File: src/rtl/udp_payload_buffer_if.sv
// -----------------------------------------------------------------------------
// udp_payload_buffer_if
//
// Handshake and status bundle between the acquisition source / UDP frame
// transmitter (master side) and the ping-pong payload buffer (slave side).
//
// Signals:
//   i_data       [15:0] acquisition word
//   i_valid             i_data valid this cycle
//   o_enable            frame trigger, falling edge starts a frame
//   o_udp_len    [15:0] payload byte count of the pending frame
//   o_udp_stream [7:0]  current payload byte (first-word-fall-through)
//   i_udp_rd            transmitter consumed o_udp_stream
//   o_overflow          sticky: a word was dropped
//   o_drop_cnt   [15:0] saturating dropped-word count
//   o_busy              read side not idle
// -----------------------------------------------------------------------------
interface udp_payload_buffer_if;
  logic [15:0] i_data;
  logic        i_valid;
  logic        o_enable;
  logic [15:0] o_udp_len;
  logic [7:0]  o_udp_stream;
  logic        i_udp_rd;
  logic        o_overflow;
  logic [15:0] o_drop_cnt;
  logic        o_busy;

  modport master (
    output i_data, i_valid, i_udp_rd,
    input  o_enable, o_udp_len, o_udp_stream, o_overflow, o_drop_cnt, o_busy
  );

  modport slave (
    input  i_data, i_valid, i_udp_rd,
    output o_enable, o_udp_len, o_udp_stream, o_overflow, o_drop_cnt, o_busy
  );
endinterface

File: src/rtl/udp_payload_buffer.sv
// -----------------------------------------------------------------------------
// udp_payload_buffer
//
// Ping-pong payload buffer feeding a UDP frame transmitter. 16-bit words fill
// one bank while the other bank is served byte-wise (high byte first). A full
// bank raises o_enable for two cycles; the falling edge starts the frame. After
// the last byte is read the bank is released and a gap of GAP_CYCLES clocks is
// enforced before the next trigger.
//
// Parameters:
//   PKT_WORDS   payload words per frame (2..1024)
//   GAP_CYCLES  minimum clocks from last payload read to next trigger (1..65535)
//
// Ports:
//   clk    clock
//   rst_n  asynchronous active-low reset
//   bus    udp_payload_buffer_if.slave (data in, transmitter handshake, status)
//
// Build option:
//   UDP_PAYLOAD_SEQNUM_EN  when defined, each frame is prefixed with a 16-bit
//                          sequence number (high byte first) and o_udp_len
//                          grows by 2.
// -----------------------------------------------------------------------------
module udp_payload_buffer #(
  parameter int PKT_WORDS  = 8,
  parameter int GAP_CYCLES = 128
) (
  input  logic                 clk,
  input  logic                 rst_n,
  udp_payload_buffer_if.slave  bus
);

  localparam int AW = (PKT_WORDS > 1) ? $clog2(PKT_WORDS) : 1;
`ifdef UDP_PAYLOAD_SEQNUM_EN
  localparam int HDR_BYTES = 2;
`else
  localparam int HDR_BYTES = 0;
`endif
  localparam int FRAME_BYTES = 2 * PKT_WORDS + HDR_BYTES;
  localparam int RBW         = $clog2(2 * PKT_WORDS + 2);

  localparam logic [15:0]    UDP_LEN    = 16'(FRAME_BYTES);
  localparam logic [AW-1:0]  LAST_WADDR = AW'(PKT_WORDS - 1);
  localparam logic [RBW-1:0] LAST_RBYTE = RBW'(FRAME_BYTES - 1);
  localparam logic [RBW-1:0] HDR_OFFS   = RBW'(HDR_BYTES);
  localparam logic [15:0]    GAP_LOAD   = 16'(GAP_CYCLES);

  localparam logic [2:0] ST_IDLE    = 3'd0;
  localparam logic [2:0] ST_TRIG_HI = 3'd1;
  localparam logic [2:0] ST_TRIG_LO = 3'd2;
  localparam logic [2:0] ST_SERVE   = 3'd3;
  localparam logic [2:0] ST_GAP     = 3'd4;

  // Bank storage
  logic [15:0] mem [2][PKT_WORDS];

  // Write side
  logic          wbank;
  logic [AW-1:0] waddr;
  logic [1:0]    full;
  logic          wr_accept;
  logic          wr_drop;
  logic          overflow;
  logic [15:0]   drop_cnt;

  // Read side
  logic [2:0]     state;
  logic           rbank;
  logic [RBW-1:0] rbyte;
  logic           trig_cnt;
  logic [15:0]    gap_cnt;
  logic [15:0]    udp_len;
  logic           enable;
  logic           release_bank;

  // Output datapath
  logic [RBW-1:0] data_byte;
  logic [AW-1:0]  rd_word;
  logic [15:0]    rd_data;
  logic [7:0]     stream;

  assign wr_accept    = bus.i_valid && !full[wbank];
  assign wr_drop      = bus.i_valid &&  full[wbank];
  assign release_bank = (state == ST_SERVE) && bus.i_udp_rd && (rbyte == LAST_RBYTE);

  // NOTE: the payload RAM carries no reset; its contents are only ever read
  // after being written, and a reset port would block RAM inference.
  always_ff @(posedge clk) begin
    if (wr_accept) begin
      mem[wbank][waddr] <= bus.i_data;
    end
  end

  // NOTE: all state registers use non-blocking assignments so every flop
  // samples the pre-edge values regardless of statement order.
  always_ff @(posedge clk or negedge rst_n) begin
    if (!rst_n) begin
      wbank <= 1'b0;
      waddr <= '0;
    end else if (wr_accept) begin
      if (waddr == LAST_WADDR) begin
        waddr <= '0;
        wbank <= ~wbank;
      end else begin
        waddr <= waddr + AW'(1);
      end
    end
  end

  always_ff @(posedge clk or negedge rst_n) begin
    if (!rst_n) begin
      full <= 2'b00;
    end else begin
      if (wr_accept && (waddr == LAST_WADDR)) begin
        full[wbank] <= 1'b1;
      end
      // Placed last so a release overrides any same-cycle set on that bank.
      if (release_bank) begin
        full[rbank] <= 1'b0;
      end
    end
  end

  always_ff @(posedge clk or negedge rst_n) begin
    if (!rst_n) begin
      overflow <= 1'b0;
      drop_cnt <= 16'h0000;
    end else if (wr_drop) begin
      overflow <= 1'b1;
      if (drop_cnt != 16'hFFFF) begin
        drop_cnt <= drop_cnt + 16'd1;
      end
    end
  end

  // Read-side FSM. o_enable is registered from the state, so it lags the
  // state by one clock: rises one cycle after entering TRIG_HI and falls on
  // the edge that enters SERVE.
  always_ff @(posedge clk or negedge rst_n) begin
    if (!rst_n) begin
      state    <= ST_IDLE;
      rbank    <= 1'b0;
      rbyte    <= '0;
      trig_cnt <= 1'b0;
      gap_cnt  <= 16'h0000;
      udp_len  <= 16'h0000;
      enable   <= 1'b0;
    end else begin
      enable <= (state == ST_TRIG_HI);
      case (state)
        ST_IDLE: begin
          if (full[rbank]) begin
            udp_len  <= UDP_LEN;
            trig_cnt <= 1'b0;
            state    <= ST_TRIG_HI;
          end
        end
        ST_TRIG_HI: begin
          if (trig_cnt) begin
            state <= ST_TRIG_LO;
          end else begin
            trig_cnt <= 1'b1;
          end
        end
        ST_TRIG_LO: begin
          rbyte <= '0;
          state <= ST_SERVE;
        end
        ST_SERVE: begin
          if (bus.i_udp_rd) begin
            if (rbyte == LAST_RBYTE) begin
              rbyte   <= '0;
              rbank   <= ~rbank;
              gap_cnt <= GAP_LOAD;
              state   <= ST_GAP;
            end else begin
              rbyte <= rbyte + RBW'(1);
            end
          end
        end
        ST_GAP: begin
          gap_cnt <= gap_cnt - 16'd1;
          if (gap_cnt == 16'd1) begin
            state <= ST_IDLE;
          end
        end
        default: state <= ST_IDLE;
      endcase
    end
  end

`ifdef UDP_PAYLOAD_SEQNUM_EN
  logic [15:0] seq_num;

  always_ff @(posedge clk or negedge rst_n) begin
    if (!rst_n) begin
      seq_num <= 16'h0000;
    end else if (release_bank) begin
      seq_num <= seq_num + 16'd1;
    end
  end
`endif

  // NOTE: every signal driven here gets a default first so no latch is
  // inferred on any path through the if/else chain.
  always_comb begin
    stream    = 8'h00;
    data_byte = rbyte - HDR_OFFS;
    rd_word   = AW'(data_byte >> 1);
    rd_data   = mem[rbank][rd_word];
    if (state == ST_SERVE) begin
`ifdef UDP_PAYLOAD_SEQNUM_EN
      if (rbyte == RBW'(0)) begin
        stream = seq_num[15:8];
      end else if (rbyte == RBW'(1)) begin
        stream = seq_num[7:0];
      end else begin
        stream = data_byte[0] ? rd_data[7:0] : rd_data[15:8];
      end
`else
      stream = data_byte[0] ? rd_data[7:0] : rd_data[15:8];
`endif
    end
  end

  assign bus.o_enable     = enable;
  assign bus.o_udp_len    = udp_len;
  assign bus.o_udp_stream = stream;
  assign bus.o_overflow   = overflow;
  assign bus.o_drop_cnt   = drop_cnt;
  assign bus.o_busy       = (state != ST_IDLE);

endmodule

File: src/flat_wrapper.sv
// flat-port wrapper written by rule: the top's interface ports become plain ports
module udp_payload_buffer_flat 
#(
  parameter int PKT_WORDS  = 8,
  parameter int GAP_CYCLES = 128
)
  (clk, rst_n, bus_i_data, bus_i_valid, bus_i_udp_rd, bus_o_enable, bus_o_udp_len, bus_o_udp_stream, bus_o_overflow, bus_o_drop_cnt, bus_o_busy);
  udp_payload_buffer_if bus_i ();
  input  logic clk;
  input  logic rst_n;
  input wire logic [$bits(bus_i.i_data)-1:0] bus_i_data;
  input wire logic [$bits(bus_i.i_valid)-1:0] bus_i_valid;
  input wire logic [$bits(bus_i.i_udp_rd)-1:0] bus_i_udp_rd;
  output wire logic [$bits(bus_i.o_enable)-1:0] bus_o_enable;
  output wire logic [$bits(bus_i.o_udp_len)-1:0] bus_o_udp_len;
  output wire logic [$bits(bus_i.o_udp_stream)-1:0] bus_o_udp_stream;
  output wire logic [$bits(bus_i.o_overflow)-1:0] bus_o_overflow;
  output wire logic [$bits(bus_i.o_drop_cnt)-1:0] bus_o_drop_cnt;
  output wire logic [$bits(bus_i.o_busy)-1:0] bus_o_busy;
  assign bus_i.i_data = bus_i_data;
  assign bus_i.i_valid = bus_i_valid;
  assign bus_i.i_udp_rd = bus_i_udp_rd;
  assign bus_o_enable = bus_i.o_enable;
  assign bus_o_udp_len = bus_i.o_udp_len;
  assign bus_o_udp_stream = bus_i.o_udp_stream;
  assign bus_o_overflow = bus_i.o_overflow;
  assign bus_o_drop_cnt = bus_i.o_drop_cnt;
  assign bus_o_busy = bus_i.o_busy;
  udp_payload_buffer #(.PKT_WORDS(PKT_WORDS), .GAP_CYCLES(GAP_CYCLES)) u_core (.clk(clk), .rst_n(rst_n), .bus(bus_i));
endmodule
File: config.mk
export PLATFORM = sky130hd
export DESIGN_NAME = udp_payload_buffer_flat
export DESIGN_NICKNAME = d
export VERILOG_FILES = /design/src/rtl/udp_payload_buffer_if.sv /design/src/rtl/udp_payload_buffer.sv /design/src/flat_wrapper.sv
export SDC_FILE = /design/constraint.sdc
export NUM_CORES = 1
export LEC_CHECK = 0
export CAP_MARGIN = 0
export CORE_UTILIZATION = 60
export CTS_BUF_LIST = sky130_fd_sc_hd__clkbuf_4 sky130_fd_sc_hd__clkbuf_8 sky130_fd_sc_hd__clkbuf_16
export DETAILED_ROUTE_END_ITERATION = 7
export GPL_TIMING_DRIVEN = 0
export PLACE_DENSITY_LB_ADDON = 0.1
export SYNTH_ARGS = -nofsm -noshare
export SYNTH_HDL_FRONTEND = slang
export SYNTH_SLANG_ARGS = --single-unit
export TNS_END_PERCENT = 50
File: constraint.sdc
create_clock -name clk -period 3.8 [get_ports clk]
set_clock_uncertainty 0.2 [all_clocks]
set_input_delay 0.57 -clock clk [delete_from_list [all_inputs] [get_ports clk]]
set_output_delay 0.57 -clock clk [all_outputs]
set_load 0.02 [all_outputs]
## After elaboration in Yosys (flattened, before gate mapping)

Memories as Yosys holds them, arrays and structs flattened.
Cells that the tools add are included.

- Bits in registers: 51
- Memory bits (writable): 256
- Input port bits: 20
- Output and inout bits: 43
- Logic and storage cells: 100
- Memories: 1

- Add/subtract/negate cells: 4
- Magnitude comparators: 7
- Equality and inequality tests: 13
- Multiplexer cells: 34
- Bitwise operators: 7
- Reduce and logical (&&, ||, !) cells: 22

Memory list:

| memory | depth | width | read ports | clocked after memory_dff | write ports | line | source |
|---|---|---|---|---|---|---|---|
| u_core.mem | 2 | 128 | 1 | 0 | 1 | udp_payload_buffer.sv:55 | `logic [15:0] mem [2][PKT_WORDS];` |

Operators by type and width:

| cell | count |
|---|---|
| $mux 128 | 1 |
| $mux 16 | 5 |
| $bmux 16 s3 | 1 |
| $demux 16 s3 | 1 |
| $pmux 16 s2 | 1 |
| $mux 3 | 6 |
| $add 16x1->16 const B | 1 |
| $eq 16x1->1 const B | 1 |
| $mux 8 | 2 |
| $ne 16x16->1 const B | 1 |
| $sub 16x1->16 const B | 1 |
| $pmux 3 s5 | 1 |
| $mux 5 | 2 |
| $pmux 5 s2 | 1 |
| $reduce_and 2->1 | 5 |
| $ge 4x4->1 const B | 2 |
| $logic_and 1x1->1 | 8 |
| $mux 1 | 8 |
| $ne 2x1->1 const B | 4 |
| $not 3->4 | 2 |
| $eq 3x2->1 const B | 2 |
| $eq 3x3->1 const B | 2 |
| $reduce_and 3->1 | 2 |
| $reduce_bool 2->1 | 3 |
| 19 further kinds | 24 |

## Longest topological paths before layout

Gate-level depths: netlist of the first run.

- Depth after elaboration: 8
- Mapped depth: 8
- Depth with buffers taken out: 5

## Worst setup path after synthesis of the first run

OpenSTA, ideal clock, no wires.

- Path type: input port to flip-flop
- From: input port bus_i_valid
- To: memory u_core.mem[0][112] (netlist bit) (enable)
- Library setup time: 0.436 ns
- Data arrival time: 2.800 ns
- Data required time: 3.164 ns
- Setup slack: 0.364 ns
- Stages on the path: 3
- Buffers on the path: 1
- Cells stage by stage: clkbuf_1 -> nand2_1 -> nor4b_1

- Longest elaborated chain between the ends: 3

Ends and longest elaborated chain:

| item | line | source |
|---|---|---|
| start: declaration | flat_wrapper.sv:12 | `input wire logic [$bits(bus_i.i_valid)-1:0] bus_i_valid;` |
| $logic_and 1x1->1 | udp_payload_buffer.sv:82 | `assign wr_accept = bus.i_valid && !full[wbank];` |
| $mux 1 | udp_payload_buffer.sv:89 | `if (wr_accept) begin` |
| $mux 128 (not written as such) | udp_payload_buffer.sv:90 | `mem[wbank][waddr] <= bus.i_data;` |
| end: declaration | udp_payload_buffer.sv:55 |  |

No other way between the ends.

## Worst setup path after layout of the first run

- From: register u_core.rbyte[1]
- To: output port bus_o_udp_stream[5]

- Longest elaborated chain between the ends: 6

Ends and longest elaborated chain:

| item | line | source |
|---|---|---|
| start: declaration | udp_payload_buffer.sv:69 | `logic [RBW-1:0] rbyte;` |
| start signal: assignment | udp_payload_buffer.sv:177 | `rbyte <= rbyte + RBW'(1);` |
| $not 3->4 (not written as such) | udp_payload_buffer.sv:210 | `rd_data = mem[rbank][rd_word];` |
| $bmux 16 s3 | udp_payload_buffer.sv:210 |  |
| $mux 16 (not written as such) (2 in a row) | udp_payload_buffer.sv:210 |  |
| $mux 8 | udp_payload_buffer.sv:221 | `stream = data_byte[0] ? rd_data[7:0] : rd_data[15:8];` |
| $mux 8 | udp_payload_buffer.sv:211 | `if (state == ST_SERVE) begin` |
| end: declaration | flat_wrapper.sv:16 | `output wire logic [$bits(bus_i.o_udp_stream)-1:0] bus_o_udp_stream;` |

No other way between the ends. The select of a mux whose other input is x is not followed.

==> qor.txt, run 1 <==
fin crit period: 3.661 ns
max frequency: 0.2731 GHz
final setup TNS: 0 ns
Top Layer Used: met4
CTS tree: yes
post-synth top area share: 0.6042
Routed wire per std cell: 25.33 µm
synthesized area: 12720 µm²
leakage power: 5.270 nW
met1 wire length: 11180 µm
Ant. Diodes: 0
layout cells sized above 1: 0.2346
Slew headroom: 0.4155
# setup viols final: 0
worst path bufs/invs: 4
core area: 20490 µm²
initial antenna violation count: 0
Post-CTS Setup Bufs: 0
post-synthesis sequential area ratio: 0.7045
Synth cell types: 59
Post-synth top cells: edfxtp_1 (256), mux4_2 (59), dfrtp_1 (51)
FP Rows: 52
crit start category: flip-flop
Hold Path Depth: 1
most used cell, CP: buf_4
synthesis warning total: 0
worst skew pair latency: 0.55 ns
cell taking the most area after synthesis: edfxtp_1
Worst Tran Pin Value: 0.8758 ns
GRT overflow: 0
worst slack at placement: 0.2047 ns
Slew Limit Fails: 0
cell area power density: 707.0 nW/µm²
Worst R2R Start: u_core.wbank
CP Data Arrival Time: 2.89 ns
vias in the first global route: 7329
CP Capture Type: primary output
Die Y: 147.6 µm
IO Pins: 63
via count: 7258
Num CTS Buffers: 30
largest net degree at the start of global routing: 33
Final Hold Fails: 0
most common cell in the netlist: edfxtp_1
period utilisation layout: 0.9634
number of synthesized flops with an enable pin: 256
ys async rst share: 0.1661
HP Start: u_core.bus.o_overflow
Initial Util: 0.6208
final core occ: 0.7298
global-route wire length before repair: 43280 µm
CP max FO: 10
# H-tree levels: 1
Setup CP Type: flip-flop to primary output
largest cells by area after synthesis: edfxtp_1 (60%), mux4_2 (10%), dfrtp_1 (10%)
outcome: finished clean
clk root buf: clkbuf_16
Mean Syn Cell Area: 17.65 µm²
Hold Path Sink: u_core.bus.o_overflow
ys flop type: edfxtp_1
Routed WL: 28650 µm
Final WS setup: 0.1390 ns
worst hold path type: flip-flop to flip-flop
drt first pass iters: 5
RR Endpoint: u_core.mem[0][18]
PnR Total Power: 10.57 mW
Area growth, synth to finish: 17.55%
flop-to-flop setup slack: 1.13 ns
Die Area: 21790 µm²
GP Congestion: 0.8284
R2R cell count: 5
Post-Synthesis Cells: 721
# clock sinks: 307
Layout Nets: 864
port buffer count: 46
post-DP HPWL: 19220 µm
Hold Slack: 0.2679 ns
unrepaired setup endpoints after global routing: yes
register bit total from synthesis: 307
DRC errors left: 0
Initial DRC Count: 648
Max VDD drop: 0.0004378 V
max incr delay on CP: 0.37 ns
DR vias/cell: 6.417
GRT Overall Usage: 0.2729
deepest clock path buffer count: 3
max cap viols: 0
DR WL met3: 1965 µm
wire length on met2: 14290 µm
clock-pin slew on the worst setup and hold paths: 0.06 ns
cell family with most CP delay: buffers and inverters
CP required: 3.03 ns
worst path cell trace: buf_4 > buf_4 > buf_4 > mux2i_1 > a221oi_1 > o21ai_0 > a31oi_1 > dlygate4sd2_1
die width: 147.6 µm
post-route ant nets: 0
slowest CP cell: dfrtp_1
## report_power, final
part           internal [mW]  switching [mW]  total, mW  leakage, nW
sequential              4.00           0.188       4.19         2.94
combinational           1.51            2.04       3.55         1.87
clock                   1.61            1.23       2.84        0.467
total                   7.12            3.45       10.6         5.27
## metal layers
metal	up-vias	global-route usage
met2	347	0.4545
met3	89	0.04167
met5	-	0
li1	3098	-
met4	0	0.1134
met1	3724	0.3641
## through the flow
step           cells  instance area (µm²)
2_1_floorplan    735                12780
3_3_place_gp    1051                13570
3_5_place_dp    1075                13950
4_1_cts         1131                14940
5_1_grt         1131                14960
6_report        1131                14960
## worst max path at each step
| stage | start | end | slack [ns] | depth (start not counted) |
|---|---|---|---|---|
| 2_1_floorplan | bus_i_valid | u_core.mem[0][112] | 0.36 | 3 |
| 3_3_place_gp | bus_i_valid | u_core.mem[0][118] | -1.85 | 3 |
| 3_5_place_dp | u_core.rbyte[2] | bus_o_udp_stream[1] | 0.20 | 6 |
| 4_1_cts | u_core.rbank | bus_o_udp_stream[4] | -0.11 | 7 |
| 5_1_grt | u_core.rbank | bus_o_udp_stream[5] | -0.11 | 8 |
| 6_report | u_core.rbyte[1] | bus_o_udp_stream[5] | 0.14 | 8 |
## placed cells by master (no fill, tap or decap), types with 6 or more instances in the layout
| master | Yosys | routed |
|---|---|---|
| a21oi_1 | 9 | 9 |
| a221o_1 | 7 | 7 |
| a221oi_1 | 6 | 6 |
| a22oi_1 | 7 | 7 |
| a31oi_1 | 8 | 8 |
| buf_2 | 9 | 6 |
| buf_4 | 27 | 34 |
| buf_6 | 1 | 12 |
| buf_8 | 0 | 6 |
| clkbuf_1 | 12 | 9 |
| clkbuf_16 | 0 | 30 |
| clkdlybuf4s50_1 | 0 | 37 |
| clkinv_1 | 1 | 10 |
| clkinv_2 | 0 | 7 |
| conb_1 | 1 | 15 |
| dfrtp_1 | 51 | 51 |
| edfxtp_1 | 256 | 256 |
| ha_1 | 6 | 6 |
| inv_1 | 7 | 7 |
| mux2i_1 | 42 | 42 |
| mux4_2 | 59 | 59 |
| nand2_1 | 32 | 32 |
| nand2b_1 | 20 | 20 |
| nand3_1 | 11 | 11 |
| nand4_1 | 6 | 6 |
| nor2_1 | 22 | 13 |
| nor2_2 | 1 | 10 |
| nor3_1 | 13 | 10 |
| nor4_1 | 13 | 10 |
| o21ai_0 | 13 | 13 |
| xor2_1 | 11 | 11 |
## final cells by class
class	count	area (µm²)
Buffer	51	347.8
Sequential cell	307	8964
Clock buffer	34	780.7
Clock inverter	21	172.7
Tap cell	270	337.8
Multi-Input combinational cell	369	3535
Fill cell	1256	5538
Timing Repair Buffer	71	788.3
Inverter	8	31.28
## cell families after synthesis
family,count (synthesis),share of synthesized area
AO/OA/AOI/OAI,70,0.04002
XOR/XNOR,15,0.01033
adder cells (fa/ha/maj),6,0.005900
buffers and inverters,59,0.02694
flip-flops,307,0.7045
multiplexers,106,0.1419
other,1,0.0002947
AND/OR/NAND/NOR,157,0.07012
## sequential cells by signal, summed over array words and instances (netlist names), 2 cells and up
name and flops:
u_core.mem 256, u_core.waddr 3, u_core.bus.o_drop_cnt 16, u_core.rbyte 5, u_core.gap_cnt 16, u_core.full 2
u_core.state 3
## timing repair
| action | in CTS | in global routing |
|---|---|---|
| hold endpoints to repair | 19 | 0 |
| hold buffers | 1 | 0 |
| endpoints found under the setup margin | 7 | 5 |
| resized for setup | 19 | 5 |
Power figures use the tool's default switching activity.
==> run 2, diff against run 1 <==
--- a/config.mk
+++ b/config.mk
@@ -6,8 +6,9 @@
 export NUM_CORES = 1
 export LEC_CHECK = 0
 export CAP_MARGIN = 0
-export CORE_UTILIZATION = 60
+export CORE_UTILIZATION = 54
 export CTS_BUF_LIST = sky130_fd_sc_hd__clkbuf_4 sky130_fd_sc_hd__clkbuf_8 sky130_fd_sc_hd__clkbuf_16
+export CTS_CLUSTER_DIAMETER = 40
 export DETAILED_ROUTE_END_ITERATION = 7
 export GPL_TIMING_DRIVEN = 0
 export PLACE_DENSITY_LB_ADDON = 0.1
==> constraint.sdc (replaced) <==
create_clock -name clk -period 3.2 [get_ports clk]
set_clock_uncertainty 0.2 [all_clocks]
set_input_delay 0.48 -clock clk [delete_from_list [all_inputs] [get_ports clk]]
set_output_delay 0.48 -clock clk [all_outputs]
set_load 0.02 [all_outputs]
==> run 2 against run 1 <==
- the run now ends with setup timing left
- utilization fell by 4.3 points
- clock power is 61% higher
- via count down 1.8%
- count of clock-buffer cells in the layout grew 14
- critical path type unchanged
- combinational power increased by 28%
- highest routed layer unchanged
- cell area rose by 4.9%
- non-clock buffer count is 4 higher
- worst hold slack worse by 0.057 ns
- largest cell class unchanged
==> qor.txt, run 2 (synthesis gave the netlist of run 1 again) <==
outcome: complete, but fails checks (was finished clean)
failing checks: setup timing
most frequent cells in the layout: edfxtp_1 (256), mux4_2 (59), dfrtp_1 (50), clkbuf_16 (44), mux2i_1 (38) (was edfxtp_1 (256), mux4_2 (59), dfrtp_1 (51), mux2i_1 (42), clkdlybuf4s50_1 (37))
clk root buf: clkbuf_16 (unchanged)
GP Congestion: 0.7774 (was 0.8284)
IO Pins: 63 (unchanged)
# H-tree levels: 2 (was 1)
final setup TNS: -0.1609 ns (was 0 ns)
leakage power: 5.518 nW (was 5.270 nW)
Die Area: 24180 µm² (was 21790 µm²)
final instance area: 15700 µm² (was 14960 µm²)
Initial DRC Count: 701 (was 648)
Pint: 9.671 mW (was 7.125 mW)
Final WS setup: -0.05037 ns (was 0.1390 ns)
CTS tree: yes (unchanged)
Post-Layout Cell Count: 1197 (was 1131)
Logic pwr share: 0.322 (was 0.335)
commonest non-fill, non-tap cell in the layout: edfxtp_1 (unchanged)
CP Data Arrival Time: 2.57 ns (was 2.89 ns)
largest net degree at the start of global routing: 35 (was 33)
max frequency: 0.3077 GHz
max cap viols: 0 (unchanged)
Post-CTS Setup Bufs: 0 (unchanged)
via count: 7124 (was 7258)
Routed WL: 28610 µm (was 28650 µm)
R2R cell count: 6 (was 5)
Hold Path Depth: 3 (was 1)
unrepaired setup endpoints after global routing: yes (unchanged)
PnR Total Power: 14.09 mW (was 10.57 mW)
fin crit period: 3.250 ns
# clock sinks: 307 (unchanged)
# setup viols final: 5 (was 0)
deepest clock path buffer count: 3 (unchanged)
Most flops, register: u_core.mem (unchanged)
layout cells sized above 1: 0.2885 (was 0.2346)
post-route ant nets: 0 (unchanged)
max FFs per register: 256 (unchanged)
Layout Nets: 880 (was 864)
global-route wire length before repair: 43000 µm (was 43280 µm)
Area growth, synth to finish: 23.36% (was 17.55%)
Placed Area: 14030 µm² (was 13950 µm²)
Initial Util: 0.5569 (was 0.6208)
GRT Overall Usage: 0.2465 (was 0.2729)
clock power share: 0.325 (was 0.268)
initial antenna violation count: 0 (unchanged)
Ant. Diodes: 0 (unchanged)
CP Capture Type: primary output (unchanged)
clock-pin slew on the worst setup and hold paths: 0.05 ns (was 0.06 ns)
DR vias/cell: 5.952 (was 6.417)
die width: 155.5 µm (was 147.6 µm)
CP required: 2.52 ns (was 3.03 ns)
Num CTS Buffers: 42 (was 30)
core area: 22850 µm² (was 20490 µm²)
Flop pwr share: 0.353 (was 0.397)
GRT overflow: 0 (unchanged)
Die Y: 155.5 µm (was 147.6 µm)
Slew Limit Fails: 0 (unchanged)
port buffer count: 46 (unchanged)
Setup CP Type: flip-flop to primary output (unchanged)
crit start category: flip-flop (unchanged)
period utilisation layout: 1.016
Worst Tran Pin Value: 0.9136 ns (was 0.8758 ns)
final core occ: 0.6870 (was 0.7298)
Max VDD drop: 0.0004900 V (was 0.0004378 V)
vias in the first global route: 7212 (was 7329)
post-DP HPWL: 18580 µm (was 19220 µm)
Slew headroom: 0.3859 (was 0.4155)
Final Hold Fails: 0 (unchanged)
worst skew pair latency: 0.52 ns (was 0.55 ns)
cell area power density: 898.0 nW/µm² (was 707.0 nW/µm²)
DRC errors left: 0 (unchanged)
Psw: 4.423 mW (was 3.449 mW)
worst hold path type: input pin to flip-flop (was flip-flop to flip-flop)
Sw Ratio: 0.3138 (was 0.3262)
dpl cells: 1119 (was 1075)
Routed wire per std cell: 23.90 µm (was 25.33 µm)
Fillers: 1532 (was 1256)
CP max FO: 10 (unchanged)
flop-to-flop setup slack: 0.26 ns (was 1.13 ns)
FP Rows: 55 (was 52)
drt first pass iters: 5 (unchanged)
## run 2: cell types whose count changed in the layout (fill, tap and decap cells not counted), sizes merged
| cell | delta |
|---|---|
| clkdlybuf4s15 | -1 |
| clkinv | -7 |
| clkbuf | +15 |
| inv | +6 |
| clkinvlp | +4 |
| buf | +11 |
| dlygate4sd2 | -4 |
| bufinv | +2 |
| dlymetal6s2s | -3 |
## run 2: area by class of cell
cell class	count	area [µm²]	share of cell area
multi-input cells	369	3608	0.2299
flip-flops and latches	307	8965	0.5712
repair buffers	75	860.8	0.05485
well taps	313	391.6	0.02495
plain buffers	51	437.9	0.02790
inverters	8	31.28	0.001993
clock buffers	48	1120	0.07135
clock inverters	26	280.3	0.01786
## run 2: worst max-delay path, stage by stage (launching register included)
cell and delay (ns):
dfrtp_1 0.51, clkinv_2 0.22, buf_4 0.27, mux2i_2 0.18
a221o_1 0.43, a31oi_1 0.24, buf_4 0.19
## run 2: power by group through the flow
stage	clock network [mW]	registers, mW	logic [mW]
global placement	0	5.03	3.95
global route	4.80	5.02	4.81
detailed placement	0	5.04	4.19
finish	4.58	4.98	4.53
floorplan	0	5.03	2.63
CTS	4.65	4.98	4.49
## run 2: final timing paths
path	start	endpoint
setup / recovery	u_core.rbyte[2]	bus_o_udp_stream[6]
max in group asynchronous	rst_n	u_core.bus.o_drop_cnt[13]
min in group asynchronous	rst_n	u_core.state[1]
hold reg to reg	u_core.bus.o_udp_len[4]	u_core.bus.o_udp_len[4]
hold / removal	bus_i_valid	u_core.full[1]
setup reg to reg	u_core.wbank	u_core.mem[1][125]
## run 2: timing repair
item	CTS	global route
resized for setup	99	3
cloned	2	1
setup endpoints to repair	8	8
endpoints found under the hold margin	17	0
hold buffers	1	0
pin swaps	10	2
## run 2: metrics by stage
stage               hold slack, ns  setup slack (ns)
finish                      0.2105          -0.05037
floorplan                 -0.01559          -0.02147
CTS                         0.1913          -0.08592
detailed placement          0.2483           -0.3942
global route                0.2247           -0.1213
global placement            0.2396            -2.450
## run 2: per-layer routing
layer  vias to the layer above  routed length, µm  track usage
li1                       3137                  -            -
met5                         -                  0            0
met2                       273              14270       0.4102
met3                        56               2215      0.04847
met4                         0                629      0.07703
met1                      3658              11490       0.3304
